[src/rtl/wb_initiator_if.sv]
// ---------------------------------------------------------------------------
// wb_initiator_if
//   Bundles the client request/response handshake and the Wishbone classic
//   bus used by wb_initiator.
//
//   Client request : req_valid, req_ready, req_addr, req_wdata, req_we, req_sel
//   Client response: resp_valid, resp_ready, resp_rdata, resp_err
//   Wishbone       : wb_adr, wb_datwr, wb_datrd, wb_we, wb_sel, wb_stb,
//                    wb_cyc, wb_ack
//
//   master : the initiator's view (accepts requests, drives the bus)
//   slave  : the environment's view (client plus Wishbone responder)
// ---------------------------------------------------------------------------
interface wb_initiator_if #(
  parameter int addr_width   = 32,
  parameter int data_width   = 32,
  parameter int strobe_width = data_width / 8
);
  logic                    req_valid;
  logic                    req_ready;
  logic [addr_width-1:0]   req_addr;
  logic [data_width-1:0]   req_wdata;
  logic                    req_we;
  logic [strobe_width-1:0] req_sel;

  logic                    resp_valid;
  logic                    resp_ready;
  logic [data_width-1:0]   resp_rdata;
  logic                    resp_err;

  logic [addr_width-1:0]   wb_adr;
  logic [data_width-1:0]   wb_datwr;
  logic [data_width-1:0]   wb_datrd;
  logic                    wb_we;
  logic [strobe_width-1:0] wb_sel;
  logic                    wb_stb;
  logic                    wb_cyc;
  logic                    wb_ack;

  modport master (
    input  req_valid, req_addr, req_wdata, req_we, req_sel,
    output req_ready,
    output resp_valid, resp_rdata, resp_err,
    input  resp_ready,
    output wb_adr, wb_datwr, wb_we, wb_sel, wb_stb, wb_cyc,
    input  wb_datrd, wb_ack
  );

  modport slave (
    output req_valid, req_addr, req_wdata, req_we, req_sel,
    input  req_ready,
    input  resp_valid, resp_rdata, resp_err,
    output resp_ready,
    input  wb_adr, wb_datwr, wb_we, wb_sel, wb_stb, wb_cyc,
    output wb_datrd, wb_ack
  );
endinterface

[src/rtl/wb_initiator.sv]
// ---------------------------------------------------------------------------
// wb_initiator
//   Wishbone classic-cycle initiator. Turns one valid/ready client request
//   into a single Wishbone read or write, returns the result on a
//   valid/ready response channel, and aborts with resp_err if the responder
//   does not acknowledge within timeout_cycles cycles (0 = never abort).
//   Only one transaction is ever outstanding.
//
// Ports
//   clock : rising-edge clock for all state
//   reset : asynchronous, active-low reset
//   bus   : wb_initiator_if.master
//             req_*  client request  (req_ready driven here)
//             resp_* client response (resp_ready from client)
//             wb_*   Wishbone bus    (wb_datrd / wb_ack from responder)
// ---------------------------------------------------------------------------
module wb_initiator #(
  parameter int addr_width     = 32,
  parameter int data_width     = 32,
  parameter int strobe_width   = data_width / 8,
  parameter int timeout_cycles = 16
) (
  input  logic            clock,
  input  logic            reset,
  wb_initiator_if.master  bus
);

  localparam int CNT_W = $clog2(timeout_cycles) + 1;
  localparam bit TIMEOUT_EN = (timeout_cycles != 0);
  localparam logic [CNT_W-1:0] CNT_LAST =
    CNT_W'((timeout_cycles > 0) ? timeout_cycles - 1 : 0);
  localparam logic [CNT_W-1:0] CNT_MAX = '1;

  typedef enum logic [1:0] {
    IDLE = 2'd0,
    BUS  = 2'd1,
    RESP = 2'd2
  } state_e;

  state_e state_q, state_d;

  logic                    cyc_stb_q, cyc_stb_d;
  logic [addr_width-1:0]   adr_q,     adr_d;
  logic [data_width-1:0]   datwr_q,   datwr_d;
  logic                    we_q,      we_d;
  logic [strobe_width-1:0] sel_q,     sel_d;
  logic [CNT_W-1:0]        cnt_q,     cnt_d;
  logic [data_width-1:0]   rdata_q,   rdata_d;
  logic                    err_q,     err_d;

  // Last no-ack cycle before the abort; an ack on this same edge still wins
  // because the ack branch is tested first below.
  logic timeout_hit;
  assign timeout_hit = TIMEOUT_EN && (cnt_q == CNT_LAST);

  // State register
  always_ff @(posedge clock or negedge reset) begin
    if (!reset) begin
      state_q <= IDLE;
    end else begin
      state_q <= state_d;
    end
  end

  // Next-state logic
  always_comb begin
    state_d = state_q;
    unique case (state_q)
      IDLE: if (bus.req_valid)                state_d = BUS;
      BUS:  if (bus.wb_ack || timeout_hit)    state_d = RESP;
      RESP: if (bus.resp_ready)               state_d = IDLE;
      default:                                state_d = IDLE;
    endcase
  end

  // Output / datapath next-state logic. The bus address, data, we and sel
  // only change when a request is accepted, so they stay stable for the
  // whole cycle and across the response phase.
  always_comb begin
    cyc_stb_d = cyc_stb_q;
    adr_d     = adr_q;
    datwr_d   = datwr_q;
    we_d      = we_q;
    sel_d     = sel_q;
    cnt_d     = cnt_q;
    rdata_d   = rdata_q;
    err_d     = err_q;
    unique case (state_q)
      IDLE: begin
        if (bus.req_valid) begin
          adr_d     = bus.req_addr;
          datwr_d   = bus.req_wdata;
          we_d      = bus.req_we;
          sel_d     = bus.req_sel;
          cyc_stb_d = 1'b1;
          cnt_d     = '0;
        end
      end
      BUS: begin
        if (bus.wb_ack) begin
          cyc_stb_d = 1'b0;
          rdata_d   = we_q ? '0 : bus.wb_datrd;
          err_d     = 1'b0;
        end else if (timeout_hit) begin
          cyc_stb_d = 1'b0;
          rdata_d   = '0;
          err_d     = 1'b1;
        end else if (cnt_q != CNT_MAX) begin
          cnt_d = cnt_q + 1'b1;
        end
      end
      default: ;
    endcase
  end

  // Registered bus / response outputs
  always_ff @(posedge clock or negedge reset) begin
    if (!reset) begin
      cyc_stb_q <= 1'b0;
      adr_q     <= '0;
      datwr_q   <= '0;
      we_q      <= 1'b0;
      sel_q     <= '0;
      cnt_q     <= '0;
      rdata_q   <= '0;
      err_q     <= 1'b0;
    end else begin
      cyc_stb_q <= cyc_stb_d;
      adr_q     <= adr_d;
      datwr_q   <= datwr_d;
      we_q      <= we_d;
      sel_q     <= sel_d;
      cnt_q     <= cnt_d;
      rdata_q   <= rdata_d;
      err_q     <= err_d;
    end
  end

  assign bus.req_ready  = (state_q == IDLE);
  assign bus.resp_valid = (state_q == RESP);
  assign bus.resp_rdata = rdata_q;
  assign bus.resp_err   = err_q;

  assign bus.wb_cyc   = cyc_stb_q;
  assign bus.wb_stb   = cyc_stb_q;
  assign bus.wb_adr   = adr_q;
  assign bus.wb_datwr = datwr_q;
  assign bus.wb_we    = we_q;
  assign bus.wb_sel   = sel_q;

endmodule

[src/flat_wrapper.sv]
// flat-port wrapper written by rule: the top's interface ports become plain ports
module wb_initiator_flat 
#(
  parameter int addr_width     = 32,
  parameter int data_width     = 32,
  parameter int strobe_width   = data_width / 8,
  parameter int timeout_cycles = 16
)
  (clock, reset, bus_req_valid, bus_req_addr, bus_req_wdata, bus_req_we, bus_req_sel, bus_req_ready, bus_resp_valid, bus_resp_rdata, bus_resp_err, bus_resp_ready, bus_wb_adr, bus_wb_datwr, bus_wb_we, bus_wb_sel, bus_wb_stb, bus_wb_cyc, bus_wb_datrd, bus_wb_ack);
  wb_initiator_if #(.addr_width(addr_width), .data_width(data_width), .strobe_width(strobe_width)) bus_i ();
  input  logic clock;
  input  logic reset;
  input wire logic [$bits(bus_i.req_valid)-1:0] bus_req_valid;
  input wire logic [$bits(bus_i.req_addr)-1:0] bus_req_addr;
  input wire logic [$bits(bus_i.req_wdata)-1:0] bus_req_wdata;
  input wire logic [$bits(bus_i.req_we)-1:0] bus_req_we;
  input wire logic [$bits(bus_i.req_sel)-1:0] bus_req_sel;
  output wire logic [$bits(bus_i.req_ready)-1:0] bus_req_ready;
  output wire logic [$bits(bus_i.resp_valid)-1:0] bus_resp_valid;
  output wire logic [$bits(bus_i.resp_rdata)-1:0] bus_resp_rdata;
  output wire logic [$bits(bus_i.resp_err)-1:0] bus_resp_err;
  input wire logic [$bits(bus_i.resp_ready)-1:0] bus_resp_ready;
  output wire logic [$bits(bus_i.wb_adr)-1:0] bus_wb_adr;
  output wire logic [$bits(bus_i.wb_datwr)-1:0] bus_wb_datwr;
  output wire logic [$bits(bus_i.wb_we)-1:0] bus_wb_we;
  output wire logic [$bits(bus_i.wb_sel)-1:0] bus_wb_sel;
  output wire logic [$bits(bus_i.wb_stb)-1:0] bus_wb_stb;
  output wire logic [$bits(bus_i.wb_cyc)-1:0] bus_wb_cyc;
  input wire logic [$bits(bus_i.wb_datrd)-1:0] bus_wb_datrd;
  input wire logic [$bits(bus_i.wb_ack)-1:0] bus_wb_ack;
  assign bus_i.req_valid = bus_req_valid;
  assign bus_i.req_addr = bus_req_addr;
  assign bus_i.req_wdata = bus_req_wdata;
  assign bus_i.req_we = bus_req_we;
  assign bus_i.req_sel = bus_req_sel;
  assign bus_req_ready = bus_i.req_ready;
  assign bus_resp_valid = bus_i.resp_valid;
  assign bus_resp_rdata = bus_i.resp_rdata;
  assign bus_resp_err = bus_i.resp_err;
  assign bus_i.resp_ready = bus_resp_ready;
  assign bus_wb_adr = bus_i.wb_adr;
  assign bus_wb_datwr = bus_i.wb_datwr;
  assign bus_wb_we = bus_i.wb_we;
  assign bus_wb_sel = bus_i.wb_sel;
  assign bus_wb_stb = bus_i.wb_stb;
  assign bus_wb_cyc = bus_i.wb_cyc;
  assign bus_i.wb_datrd = bus_wb_datrd;
  assign bus_i.wb_ack = bus_wb_ack;
  wb_initiator #(.addr_width(addr_width), .data_width(data_width), .strobe_width(strobe_width), .timeout_cycles(timeout_cycles)) u_core (.clock(clock), .reset(reset), .bus(bus_i));
endmodule
[config.mk]
export PLATFORM = sky130hd
export DESIGN_NAME = wb_initiator_flat
export DESIGN_NICKNAME = d
export VERILOG_FILES = /design/src/rtl/wb_initiator_if.sv /design/src/rtl/wb_initiator.sv /design/src/flat_wrapper.sv
export SDC_FILE = /design/constraint.sdc
export NUM_CORES = 1
export LEC_CHECK = 0
export BUFFER_PORTS_ARGS = -buffer_cell sky130_fd_sc_hd__clkbuf_2
export CAP_MARGIN = 20
export CORE_UTILIZATION = 41
export CTS_CLUSTER_DIAMETER = 100
export CTS_CLUSTER_SIZE = 28
export DETAILED_ROUTE_END_ITERATION = 7
export PLACE_DENSITY = 0.75
export SLEW_MARGIN = 10
export SYNTH_ARGS = -nofsm -noshare
export SYNTH_HDL_FRONTEND = slang
export SYNTH_SLANG_ARGS = --single-unit
[constraint.sdc]
create_clock -name clock -period 1.8 [get_ports clock]
set_input_delay 0.09 -clock clock [delete_from_list [all_inputs] [get_ports clock]]
set_output_delay 0.09 -clock clock [all_outputs]
set_load 0.01 [all_outputs]
# Word level (Yosys, flattened, before mapping)
# Index checks and enable logic that the tools add are counted.
# word_totals
word_cells	48
ff_bits	110
output_inout_bits	106
in_bits	106
# op_classes
n_mux	18
n_eq_ne	11
n_reduce_logical	9
addsub	1
# op_table
operator	count
$mux W32	3
$mux W5	4
$pmux W5 S2	1
$mux W2	3
$ne A2 B1 Y1 const B	3
$ne A2 B2 Y1 const B	3
$pmux W2 S3	1
$reduce_and A3 Y1	2
$add A5 B1 Y5 const B	1
$eq A5 B4 Y1 const B	1
$mux W1	5
$ne A5 B5 Y1 const B	1
$reduce_and A5 Y1	1
$reduce_and A2 Y1	2
$reduce_bool A2 Y1	2
$ne A3 B2 Y1 const B	1
$eq A2 B1 Y1 const B	1
$eq A2 B2 Y1 const B	1
$logic_not A2 Y1	1
$pmux W1 S2	1
$logic_or A1 B1 Y1	1

# Logic depth before layout (Yosys ltp)
# Gate-level depths: netlist of run 1.
# logic_depth
ltp_word	5
depth_mapped	7
ltp_nobuf	6

# Worst setup path before layout of run 1
# OpenSTA, ideal clock, no wires.
# synth_path
path_kind	register to register
start	reg u_core.cnt_q[0]
end	reg u_core.cnt_q[2]
setup_ps	126
synth_period_minus_slack_ps	1864
path_stages_with_launch	7
n_path_buf	0
setup_slack_ps	-64
t_arrival_ps	1738
t_required_ps	1674
cell_sequence	dfrtp_1 -> ha_1 -> and3_1 -> ha_1 -> nor3_1 -> nand2_1 -> a311o_1
# synth_via
elab_chain_len	5
elab_cells_between_ends	10
cone_classes	add/sub (1); eq/ne (4); mux (4); reduce/logical (1)
# synth_lines
item	line	source
start: declaration	wb_initiator.sv:47	logic [CNT_W-1:0] cnt_q, cnt_d;
start signal: assignment	wb_initiator.sv:133	cnt_q <= cnt_d;
$add A5 B1 Y5	wb_initiator.sv:109	cnt_d = cnt_q + 1'b1;
$mux W5	wb_initiator.sv:108	end else if (cnt_q != CNT_MAX) begin
$mux W5	wb_initiator.sv:104	end else if (timeout_hit) begin
$mux W5	wb_initiator.sv:100	if (bus.wb_ack) begin
$pmux W5 S2	wb_initiator.sv:88	unique case (state_q)
# Several ways; a longest one is shown, not always the timed one. The select of a mux whose other input is x is not followed.
# A chain may end at the register's enable or synchronous reset.

# Worst setup path after layout of run 1
# layout_path
start	reg u_core.cnt_q[1]
end	reg u_core.rdata_q[21] (netlist: u_core.bus.resp_rdata[21])
# layout_via
elab_chain_len	3
# layout_lines
item	line	source
$eq A5 B4 Y1	wb_initiator.sv:54	assign timeout_hit = TIMEOUT_EN && (cnt_q == CNT_LAST);
$reduce_bool A2 Y1 (no line)	--	
$reduce_and A2 Y1 (no line)	--	
end signal: assignment	wb_initiator.sv:134	rdata_q <= rdata_d;
end: declaration	wb_initiator.sv:48	logic [data_width-1:0] rdata_q, rdata_d;
# No other way between the ends.

==> results of run 1 <==
==> area by class of cell <==
| type | count | area [um2] | share of cell area [%] |
|---|---|---|---|
| sequential | 110 | 2750 | 39.2 |
| timing repair buffer | 334 | 2360 | 33.6 |
| multi-input combinational | 336 | 1500 | 21.3 |
| tap | 136 | 170 | 2.42 |
| clock buffer | 9 | 124 | 1.76 |
| clock inverter | 7 | 103 | 1.46 |
| inverter | 4 | 15.0 | 0.214 |
==> power groups by stage <==
stage | Clock (mW) | Sequential (mW) | Combinational (mW)
floorplan | 0 | 4.49 | 1.21
global placement | 0 | 4.04 | 3.12
detailed placement | 0 | 4.07 | 3.23
CTS | 1.72 | 4.04 | 3.45
global route | 1.81 | 4.19 | 3.85
finish | 1.66 | 4.08 | 3.50
==> critical path, cell delays in order, from the launching register on <==
cell and delay, ns:
dfrtp_1 0.42, ha_2 0.20, and3_4 0.19, ha_4 0.16, buf_4 0.14, nor2_4 0.11, bufbuf_16 0.29, o21ai_0 0.08
o21ai_1 0.11
==> timing repair <==
action,CTS,global route
setup endpoints to repair,20,31
hold buffers,104,0
cloned,2,0
pin swaps,1,2
resized for setup,6,13
hold endpoints to repair,128,0
setup buffers,3,1
==> registers in the layout, summed over array words and instances, names as in the netlist <==
register               cells
u_core.bus.resp_err        1
u_core.bus.resp_rdata     32
u_core.bus.wb_adr         32
u_core.bus.wb_cyc          1
u_core.bus.wb_datwr       32
u_core.bus.wb_sel          4
u_core.bus.wb_we           1
u_core.cnt_q               5
u_core.state_q             2
==> worst max-delay path by stage <==
stage | start | endpoint | slack [ns] | cells after the start
5_1_grt | u_core.cnt_q[1]$_DFFE_PN0P_ | u_core.bus.resp_rdata[21]$_DFFE_PN0P_ | -0.04 | 8
4_1_cts | u_core.cnt_q[0]$_DFFE_PN0P_ | u_core.bus.resp_rdata[6]$_DFFE_PN0P_ | 0.03 | 8
6_report | u_core.cnt_q[1]$_DFFE_PN0P_ | u_core.bus.resp_rdata[21]$_DFFE_PN0P_ | 0.03 | 8
3_3_place_gp | u_core.cnt_q[1]$_DFFE_PN0P_ | u_core.cnt_q[2]$_DFFE_PN0P_ | 0.08 | 6
2_1_floorplan | u_core.cnt_q[0]$_DFFE_PN0P_ | u_core.cnt_q[2]$_DFFE_PN0P_ | 0.005 | 6
3_5_place_dp | u_core.cnt_q[0]$_DFFE_PN0P_ | u_core.bus.resp_rdata[14]$_DFFE_PN0P_ | -0.02 | 8
==> per-layer routing <==
| layer | global-route usage [%] | vias to the layer above | part of all wire, % |
|---|---|---|---|
| li1 | - | 2135 | - |
| met1 | 29.8 | 2166 | 40 |
| met2 | 44.4 | 185 | 53 |
| met3 | 3.31 | 41 | 4.3 |
| met4 | 12.8 | 0 | 3.2 |
| met5 | 0 | - | 0 |
==> synthesized netlist by cell type (all sizes together) (2+ instances only) <==
library cell,count,area share [%]
nand2b,2,0.29
mux2i,4,0.92
nor2,3,0.26
inv,4,0.34
a21o,2,0.34
clkbuf,11,1.0
nor3b,2,0.34
o21ai,66,7.6
a21oi,2,0.23
nand2,242,21
dfrtp,110,63
ha,3,0.86
buf,19,2.2
==> kinds of logic (layout without fill, tap and decap cells) <==
kind of cell,Yosys count,in the layout
and+or+nand+nor,256,256
DFF,110,110
AOI/OAI and AO/OA,72,72
buffers and inverters,34,354
muxes,4,4
adders and majority gates,3,3
xor gates and xnor gates,1,1
==> results.md, run 1 <==
• complete, no violations — outcome
• 44.2% — register share of total power
• nand2_1 — commonest non-fill, non-tap cell in the layout
• 2.09 ns — Crit path required time
• 772 — # fillers
• bus_wb_ack — Hold Startpoint
• 9.09 um2 — Avg Inst Size Synth
• 0.11 ns — clock-pin transition on the worst setup and hold timing paths
• register — CP endpoint kind
• 0.00563 mm2 — Placed Area
• 22.8% — simple-gate share of the synthesized area
• 589 — net count after synthesis
• u_core.bus.resp_rdata[21]$_DFFE_PN0P_ — capture point of the worst reg-to-reg path
• 1310 mW/mm2 — PwrDens
• 0 — number of remaining DRC errors
• 0 ns — final sum of negative setup slack
• 42.3% — effective utilization at floorplan
• 3.82 nW — total leakage power
• 0 — max capacitance violation total
• 0.201% — XOR/XNOR Fraction of Synth Area
• 8.51% — post-synthesis compound-gate area fraction
• 4527 — total via count in the routed design
• 14.4 um — average wire length per cell after detail routing
• 110 — flops & latches, synth
• 45 — pin count of the biggest net entering global routing
• done — clock tree from TritonCTS
• simple AND/OR/NAND/NOR gates — dominant combinational cell family by area after synthesis
• u_core.bus.resp_err$_DFFE_PN0P_ — end point of the most critical hold path
• 564 MHz — highest clock frequency the design can meet
• 13.4 mm — overall routed net length
• 105 um — width of the die
• 31.9% — layout cell share with drive strength beyond 1
• 4598 — number of global-route vias before repair
• 2 — worst hold path stage count
• 0.0255 ns — final worst setup slack
• 212 — num ports
• dfrtp_1 — dominant synthesized flop cell
• 8 — crit path max fanout
• 0.00702 mm2 — design area
• 480 — post-synthesis instance total
• 0 — number of diodes
• 242 x nand2_1, 210 x clkbuf_2, 110 x dfrtp_1 — commonest cells after routing, fill and taps aside
• 68.0% — Finished Core Util
• 61.0% — layout overhead on the synthesized area
• 0 — grt total ovfl
• 37.6% — net switching share of the total power
• 37.9% — Gate power share
• 0.00811 ns — clock skew
• 8 — R2R depth
• 0 — Hold Fails Final Rpt
• 1.77 ns — Tmin final
• 0.000683 V — maximum vdd ir drop
• 0 — total of warnings raised by yosys
• 810 — Post-Place Cells
• 211 — port buffer count
• 0.811 — Final Wtd Congestion
• 26 — number of unique standard cell types used by synthesis
• clkbuf_8 — CTS root buf
• 0 — Post-synth EDFFs
• 98.6% — part of the cycle the worst path needs
• 110 — total number of clock tree sinks
• 936 — number of non-filler instances in the completed layout
• 0.917% — multiplexer share of the synthesized area
• 105 um — chip height
• register — CP startpoint kind
• 100% — share of synthesized registers carrying an async set or reset
• 0.00436 mm2 — area of the mapped netlist
• 21.9 mm — first-pass GRT wire length
• 63.1% — Seq/Total Area, Yosys
• 70.2% — relative slew slack
• 4.84 — Via density
• 37 — number of cell rows
• 0 — post-route ant nets
• 3 — CTS H-Tree Depth
• 7.75 mm — DPL Wire Length
• u_core.cnt_q[1]$_DFFE_PN0P_ — source of the worst register-to-register timing path
• 904 — Nets
• 0.36 ns — source-to-sink clock delay at the later pin of the worst-skew pair
• 0 — pins over their slew limit
• 0 — antenna violations before repair
• 5.76 mW — cell-internal power
• 5 — drt first pass iters
• -0.0234 ns — worst slack after detailed placement
• 0.0103 mm2 — Core Region
• 0.0111 mm2 — full die area
• 0.0279 ns — final worst hold slack
• 25.1% — GRT Total Usage
• 2.06 ns — data arrival time of the critical path
• 0.860% — arithmetic-cell share of the synthesized area counting full adders, half adders and majority gates
• 0.447 ns — Slew @ Worst Pin
• 0 — number of setup violations in the final report
• in -> reg — worst min-delay path category
• 2 — maximum number of buffers from clock root to sink
• true — unrepaired setup endpoints after global routing
• 17.9% — power share of the clock group
• reg -> reg — type of the worst setup path
• 0.03 ns — reg2reg setup slack
• 250 — DRC violation total after the first TritonRoute iteration
• 9.23 mW — Pwr Total
• 3.47 mW — switching power
• 9 — number of CTS-inserted buffers
Note: power is estimated with default switching activity, not from simulation.
==> run 2, diff against run 1 <==
--- a/config.mk
+++ b/config.mk
@@ -7,11 +7,12 @@
 export LEC_CHECK = 0
 export BUFFER_PORTS_ARGS = -buffer_cell sky130_fd_sc_hd__clkbuf_2
 export CAP_MARGIN = 20
-export CORE_UTILIZATION = 41
+export CORE_UTILIZATION = 40
 export CTS_CLUSTER_DIAMETER = 100
 export CTS_CLUSTER_SIZE = 28
 export DETAILED_ROUTE_END_ITERATION = 7
-export PLACE_DENSITY = 0.75
+export HOLD_SLACK_MARGIN = 0.15
+export PLACE_DENSITY = 0.74
 export SLEW_MARGIN = 10
 export SYNTH_ARGS = -nofsm -noshare
 export SYNTH_HDL_FRONTEND = slang
==> run 2 against run 1 <==
Setup slack improved by 0.023 ns. Critical path depth decreased by 2. Worst hold slack better by 0.18 ns. Fmax increased by 1.3%. Clock power decreased by 5%. Count of clock-buffer cells in the layout rose by 2. Non-clock buffer count down 3. Cell area is 0.84% lower. Via count fell by 0.97%. Power decreased by 0.82%. Sequential power hardly changed. Wire length rose by 0.83%.
==> results.md, run 2 (synthesis gave the netlist of run 1 again) <==
• 242 x nand2_1, 210 x clkbuf_2, 110 x dfrtp_1 — commonest cells after routing, fill and taps aside
• 0.0113 mm2 — full die area
• 13.5 mm — overall routed net length
• false — unrepaired setup endpoints after global routing
• 805 — # fillers
• 0 — antenna violations before repair
• 14.5 um — average wire length per cell after detail routing
• 1.75 ns — Tmin final
• 5.69 mW — cell-internal power
• 4 — crit path max fanout
• 17.2% — power share of the clock group
• 106 um — chip height
• 0.0485 ns — final worst setup slack
• 0 — number of remaining DRC errors
• 0.36 ns — source-to-sink clock delay at the later pin of the worst-skew pair
• 0.0133 ns — clock skew
• 933 — number of non-filler instances in the completed layout
• 212 — num ports
• reg -> reg — type of the worst setup path
• complete, no violations — outcome
• 571 MHz — highest clock frequency the design can meet
• 0 — number of diodes
• ha_1 -> and3_4 -> ha_4 -> nor3_4 -> nand2_1 -> a311o_1 — Critical Path, Cell by Cell
• register — CP startpoint kind
• 0.000665 V — maximum vdd ir drop
• 0 — number of setup violations in the final report
• 69.0% — relative slew slack
• 110 — total number of clock tree sinks
• 7.93 mm — DPL Wire Length
• 44.3% — register share of total power
• -0.0755 ns — worst slack after detailed placement
• register — CP endpoint kind
• 211 — port buffer count
• 1310 mW/mm2 — PwrDens
• done — clock tree from TritonCTS
• 0.733 — Final Wtd Congestion
• in -> async — worst min-delay path category
• 3 — CTS H-Tree Depth
• 37.9% — net switching share of the total power
• 3.47 mW — switching power
• 106 um — width of the die
• 0 — total buffers and inverters traversed by the critical path
• 38.4% — Gate power share
• 23.9% — GRT Total Usage
• 0 — Hold Fails Final Rpt
• 0.10 ns — clock-pin transition on the worst setup and hold timing paths
• 3.79 nW — total leakage power
• 4.80 — Via density
• clkbuf_8 — CTS root buf
• 21.3 mm — first-pass GRT wire length
• 0.00565 mm2 — Placed Area
• 97.3% — part of the cycle the worst path needs
• 4628 — number of global-route vias before repair
• simple AND/OR/NAND/NOR gates — kind of cell adding the most delay to the critical path
• 2.05 ns — Crit path required time
• 0 — post-route ant nets
• 41.7% — effective utilization at floorplan
• 0 — max capacitance violation total
• 396 — DRC violation total after the first TritonRoute iteration
• 2 — maximum number of buffers from clock root to sink
• 0.210 ns — final worst hold slack
• 66.6% — Finished Core Util
• 901 — Nets
• 0.465 ns — Slew @ Worst Pin
• nand2_1 — commonest non-fill, non-tap cell in the layout
• 31.5% — layout cell share with drive strength beyond 1
• 4 — drt first pass iters
• 0 — grt total ovfl
• 0.0105 mm2 — Core Region
• 0.00697 mm2 — design area
• 810 — Post-Place Cells
• 59.6% — layout overhead on the synthesized area
• 0 — pins over their slew limit
• 0.40 ns — delay of the slowest cell on the worst path
• dfrtp_1 — CP max-delay cell
• 37 — number of cell rows
• 2.00 ns — data arrival time of the critical path
• 9 — number of CTS-inserted buffers
• 4483 — total via count in the routed design
• 69 — pin count of the biggest net entering global routing
[run 2: path summary, 6_finish.rpt]
| path | start | end | slack (ns) | cells after the start |
|---|---|---|---|---|
| min in group clock | bus_resp_ready | u_core.state_q[1]$_DFFE_PN0P_ | 0.46 | 3 |
| hold reg to reg | u_core.bus.wb_adr[6]$_DFFE_PN0P_ | u_core.bus.wb_adr[6]$_DFFE_PN0P_ | 0.48 | 2 |
| setup / recovery | u_core.cnt_q[0]$_DFFE_PN0P_ | u_core.cnt_q[2]$_DFFE_PN0P_ | 0.05 | 6 |
| hold / removal | reset | u_core.bus.wb_datwr[13]$_DFFE_PN0P_ | 0.21 | 2 |
| setup reg to reg | u_core.cnt_q[0]$_DFFE_PN0P_ | u_core.cnt_q[2]$_DFFE_PN0P_ | 0.05 | 6 |
| max in group asynchronous | reset | u_core.bus.resp_rdata[12]$_DFFE_PN0P_ | 0.97 | 3 |
[run 2: power by group through the flow]
| stage | Sequential [mW] | Clock [mW] | Combinational, mW |
|---|---|---|---|
| finish | 4.06 | 1.58 | 3.52 |
| global route | 4.17 | 1.71 | 3.89 |
| CTS | 4.03 | 1.63 | 3.47 |
| detailed placement | 4.07 | 0 | 3.27 |
| global placement | 4.02 | 0 | 3.18 |
| floorplan | 4.49 | 0 | 1.21 |
[run 2: final cells by class]
cell class	count	area [um2]	area share, %
clock buffer	11	151	2.17
tap	136	170	2.44
multi-input combinational	336	1500	21.6
clock inverter	5	63.8	0.916
sequential	110	2750	39.5
timing repair buffer	331	2310	33.2
inverter	4	15.0	0.216
[run 2: what timing repair did]
item                                    4_1_cts  5_1_grt
hold buffers                                105        0
endpoints found under the setup margin        5        9
pin swaps                                     1        1
endpoints found under the hold margin       214        0
setup buffers                                 1        1
gates resized for setup                       1        5
[run 2: routing by layer]
layer / share of wire [%] / global-route usage [%] / vias to the layer above
met5: 0 / 0 / -
met4: 2.8 / 10.9 / 0
met3: 5.6 / 5.52 / 36
met2: 53 / 42.4 / 197
met1: 38 / 27.2 / 2116
li1: - / - / 2134
[run 2: through the flow]
step                setup TNS, ns  total power [mW]
floorplan                       0              5.70
detailed placement         -0.179              7.34
CTS                             0              9.13
global route                    0              9.77
finish                          0              9.15
global placement                0              7.20
==> run 3, diff against run 2 <==
--- a/config.mk
+++ b/config.mk
@@ -12,7 +12,7 @@
 export CTS_CLUSTER_SIZE = 28
 export DETAILED_ROUTE_END_ITERATION = 7
 export HOLD_SLACK_MARGIN = 0.15
-export PLACE_DENSITY = 0.74
+export PLACE_DENSITY = 0.71
 export SLEW_MARGIN = 10
 export SYNTH_ARGS = -nofsm -noshare
 export SYNTH_HDL_FRONTEND = slang
==> constraint.sdc (replaced) <==
create_clock -name clock -period 1.85 [get_ports clock]
set_input_delay 0.0925 -clock clock [delete_from_list [all_inputs] [get_ports clock]]
set_output_delay 0.0925 -clock clock [all_outputs]
set_load 0.01 [all_outputs]
==> run 3 against run 2 <==
Setup slack better by 0.0027 ns. Sequential power decreased by 3%. Fmax decreased by 2.6%. Non-clock buffer count unchanged. Final cell count is the same. Sequential share of layout area up 0.14 points. Largest cell class unchanged. Power fell by 4.4%. Highest routed layer unchanged. Wire length decreased by 2.2%. Worst hold slack improved by 0.085 ns.
==> results.md, run 3 (synthesis gave the netlist of run 1 again) <==
• 106 um — chip height
• 4 — drt first pass iters
• 59.0% — layout overhead on the synthesized area
• 0 — Hold Fails Final Rpt
• 0.11 ns — clock-pin transition on the worst setup and hold timing paths
• 2.08 ns — Crit path required time
• 23.7% — GRT Total Usage
• 0 — total buffers and inverters traversed by the critical path
• register — CP endpoint kind
• 2 — maximum number of buffers from clock root to sink
• 31.2% — layout cell share with drive strength beyond 1
• 0.809 — Final Wtd Congestion
• 110 — total number of clock tree sinks
• 211 — port buffer count
• register — CP startpoint kind
• dfrtp_1 — CP max-delay cell
• 71.7% — relative slew slack
• 21.2 mm — first-pass GRT wire length
• 3 — CTS H-Tree Depth
• ha_1 -> and3_4 -> ha_4 -> nor3_4 -> nand2_1 -> a311o_1 — Critical Path, Cell by Cell
• 0.000626 V — maximum vdd ir drop
• 0.424 ns — Slew @ Worst Pin
• 270 — DRC violation total after the first TritonRoute iteration
• 14.2 um — average wire length per cell after detail routing
• 0.0105 mm2 — Core Region
• 13.2 mm — overall routed net length
• 556 MHz — highest clock frequency the design can meet
• 0.36 ns — source-to-sink clock delay at the later pin of the worst-skew pair
• 4430 — total via count in the routed design
• 7.73 mm — DPL Wire Length
• done — clock tree from TritonCTS
• 212 — num ports
• 0 — number of remaining DRC errors
• in -> async — worst min-delay path category
• 0 — number of diodes
• 9 — number of CTS-inserted buffers
• 0.0146 ns — clock skew
• 74 — pin count of the biggest net entering global routing
• 0 — post-route ant nets
• 0 — antenna violations before repair
• 0 — max capacitance violation total
• 4 — crit path max fanout
• simple AND/OR/NAND/NOR gates — kind of cell adding the most delay to the critical path
• 41.7% — effective utilization at floorplan
• 0 ns — final sum of negative setup slack
• reg -> reg — type of the worst setup path
• 4.75 — Via density
• 0 — grt total ovfl
• 3.79 nW — total leakage power
• 2.03 ns — data arrival time of the critical path
• 0 — number of setup violations in the final report
• 0.0113 mm2 — full die area
• 809 — Post-Place Cells
• 37 — number of cell rows
• nand2_1 — commonest non-fill, non-tap cell in the layout
• 242 x nand2_1, 210 x clkbuf_2, 110 x dfrtp_1 — commonest cells after routing, fill and taps aside
• 1.80 ns — Tmin final
• 106 um — width of the die
• 0 — pins over their slew limit
• complete, no violations — outcome
• clkbuf_8 — CTS root buf
• 1260 mW/mm2 — PwrDens
• 0.41 ns — delay of the slowest cell on the worst path
• 933 — number of non-filler instances in the completed layout
• 97.2% — part of the cycle the worst path needs
• 4639 — number of global-route vias before repair
• 901 — Nets
[run 3: changes by cell type in the layout (fill, tap and decap cells not counted), sizes merged]
cell         delta
bufinv          -1
inv             -2
clkinvlp        -1
dlygate4sd3     +1
buf             -1
clkinv          +4
[run 3: final timing paths]
kind	cells after the start	startpoint	to	slack [ns]
worst max register to register	6	u_core.cnt_q[0]$_DFFE_PN0P_	u_core.cnt_q[2]$_DFFE_PN0P_	0.05
worst min-delay path	3	reset	u_core.bus.wb_adr[22]$_DFFE_PN0P_	0.29
worst min register to register	2	u_core.bus.wb_datwr[19]$_DFFE_PN0P_	u_core.bus.wb_datwr[19]$_DFFE_PN0P_	0.49
max in group asynchronous	3	reset	u_core.bus.wb_datwr[17]$_DFFE_PN0P_	1.05
min in group clock	4	bus_req_wdata[2]	u_core.bus.wb_datwr[2]$_DFFE_PN0P_	0.45
worst max-delay path	6	u_core.cnt_q[0]$_DFFE_PN0P_	u_core.cnt_q[2]$_DFFE_PN0P_	0.05
[run 3: what timing repair did]
item,in CTS,in global routing
hold endpoints to repair,214,0
hold buffers,106,0
buffers inserted,1,1
gates resized for setup,0,4
setup endpoints to repair,1,35
pin swaps,1,1
[run 3: where the power goes]
| group | switching, mW | internal [mW] |
|---|---|---|
| clock network | 0.808 | 0.579 |
| logic | 1.98 | 1.45 |
| registers | 0.559 | 3.37 |
| total | 3.34 | 5.40 |
[run 3: stage by stage]
stage | total power [mW] | utilization, % | setup WS (ns) | hold WS (ns) | cell area, um2
after floorplan | 5.54 | - | 0.0546 | -0.203 | 4370
after global placement | 7.01 | 54.0 | 0.0728 | -0.0970 | 5650
after detailed placement | 7.16 | 54.0 | -0.0221 | -0.0976 | 5650
after CTS | 8.73 | 66.0 | 0.00389 | 0.320 | 6910
after global routing | 9.37 | 66.3 | -0.00243 | 0.318 | 6940
final | 8.75 | 66.3 | 0.0512 | 0.294 | 6940
[run 3: worst reg2reg max path: cells and delay by family, from the launching register on]
family                   cells  cell delay [ns]
AND/OR/NAND/NOR              3             0.50
adder cells (fa/ha/maj)      2             0.42
flip-flops                   1             0.41
AO/OA/AOI/OAI                1             0.35
[run 3: area by class of cell]
class / instances / area (um2)
Tap cell: 136 / 170
Sequential cell: 110 / 2750
Multi-Input combinational cell: 336 / 1500
Fill cell: 778 / 3520
Clock buffer: 11 / 151
Clock inverter: 5 / 42.5
Inverter: 4 / 15.0
Timing Repair Buffer: 331 / 2310
[run 3: routing by layer]
metal  track usage [%]  vias to the layer above  part of all wire [%]  wire [um]
met5                 0                        -                     0          0
met4              13.7                        0                   4.1        538
met3              3.92                       48                   4.4        585
met2              42.2                      175                    52       6860
met1              26.9                     2079                    40       5260
li1                  -                     2128                     -          -
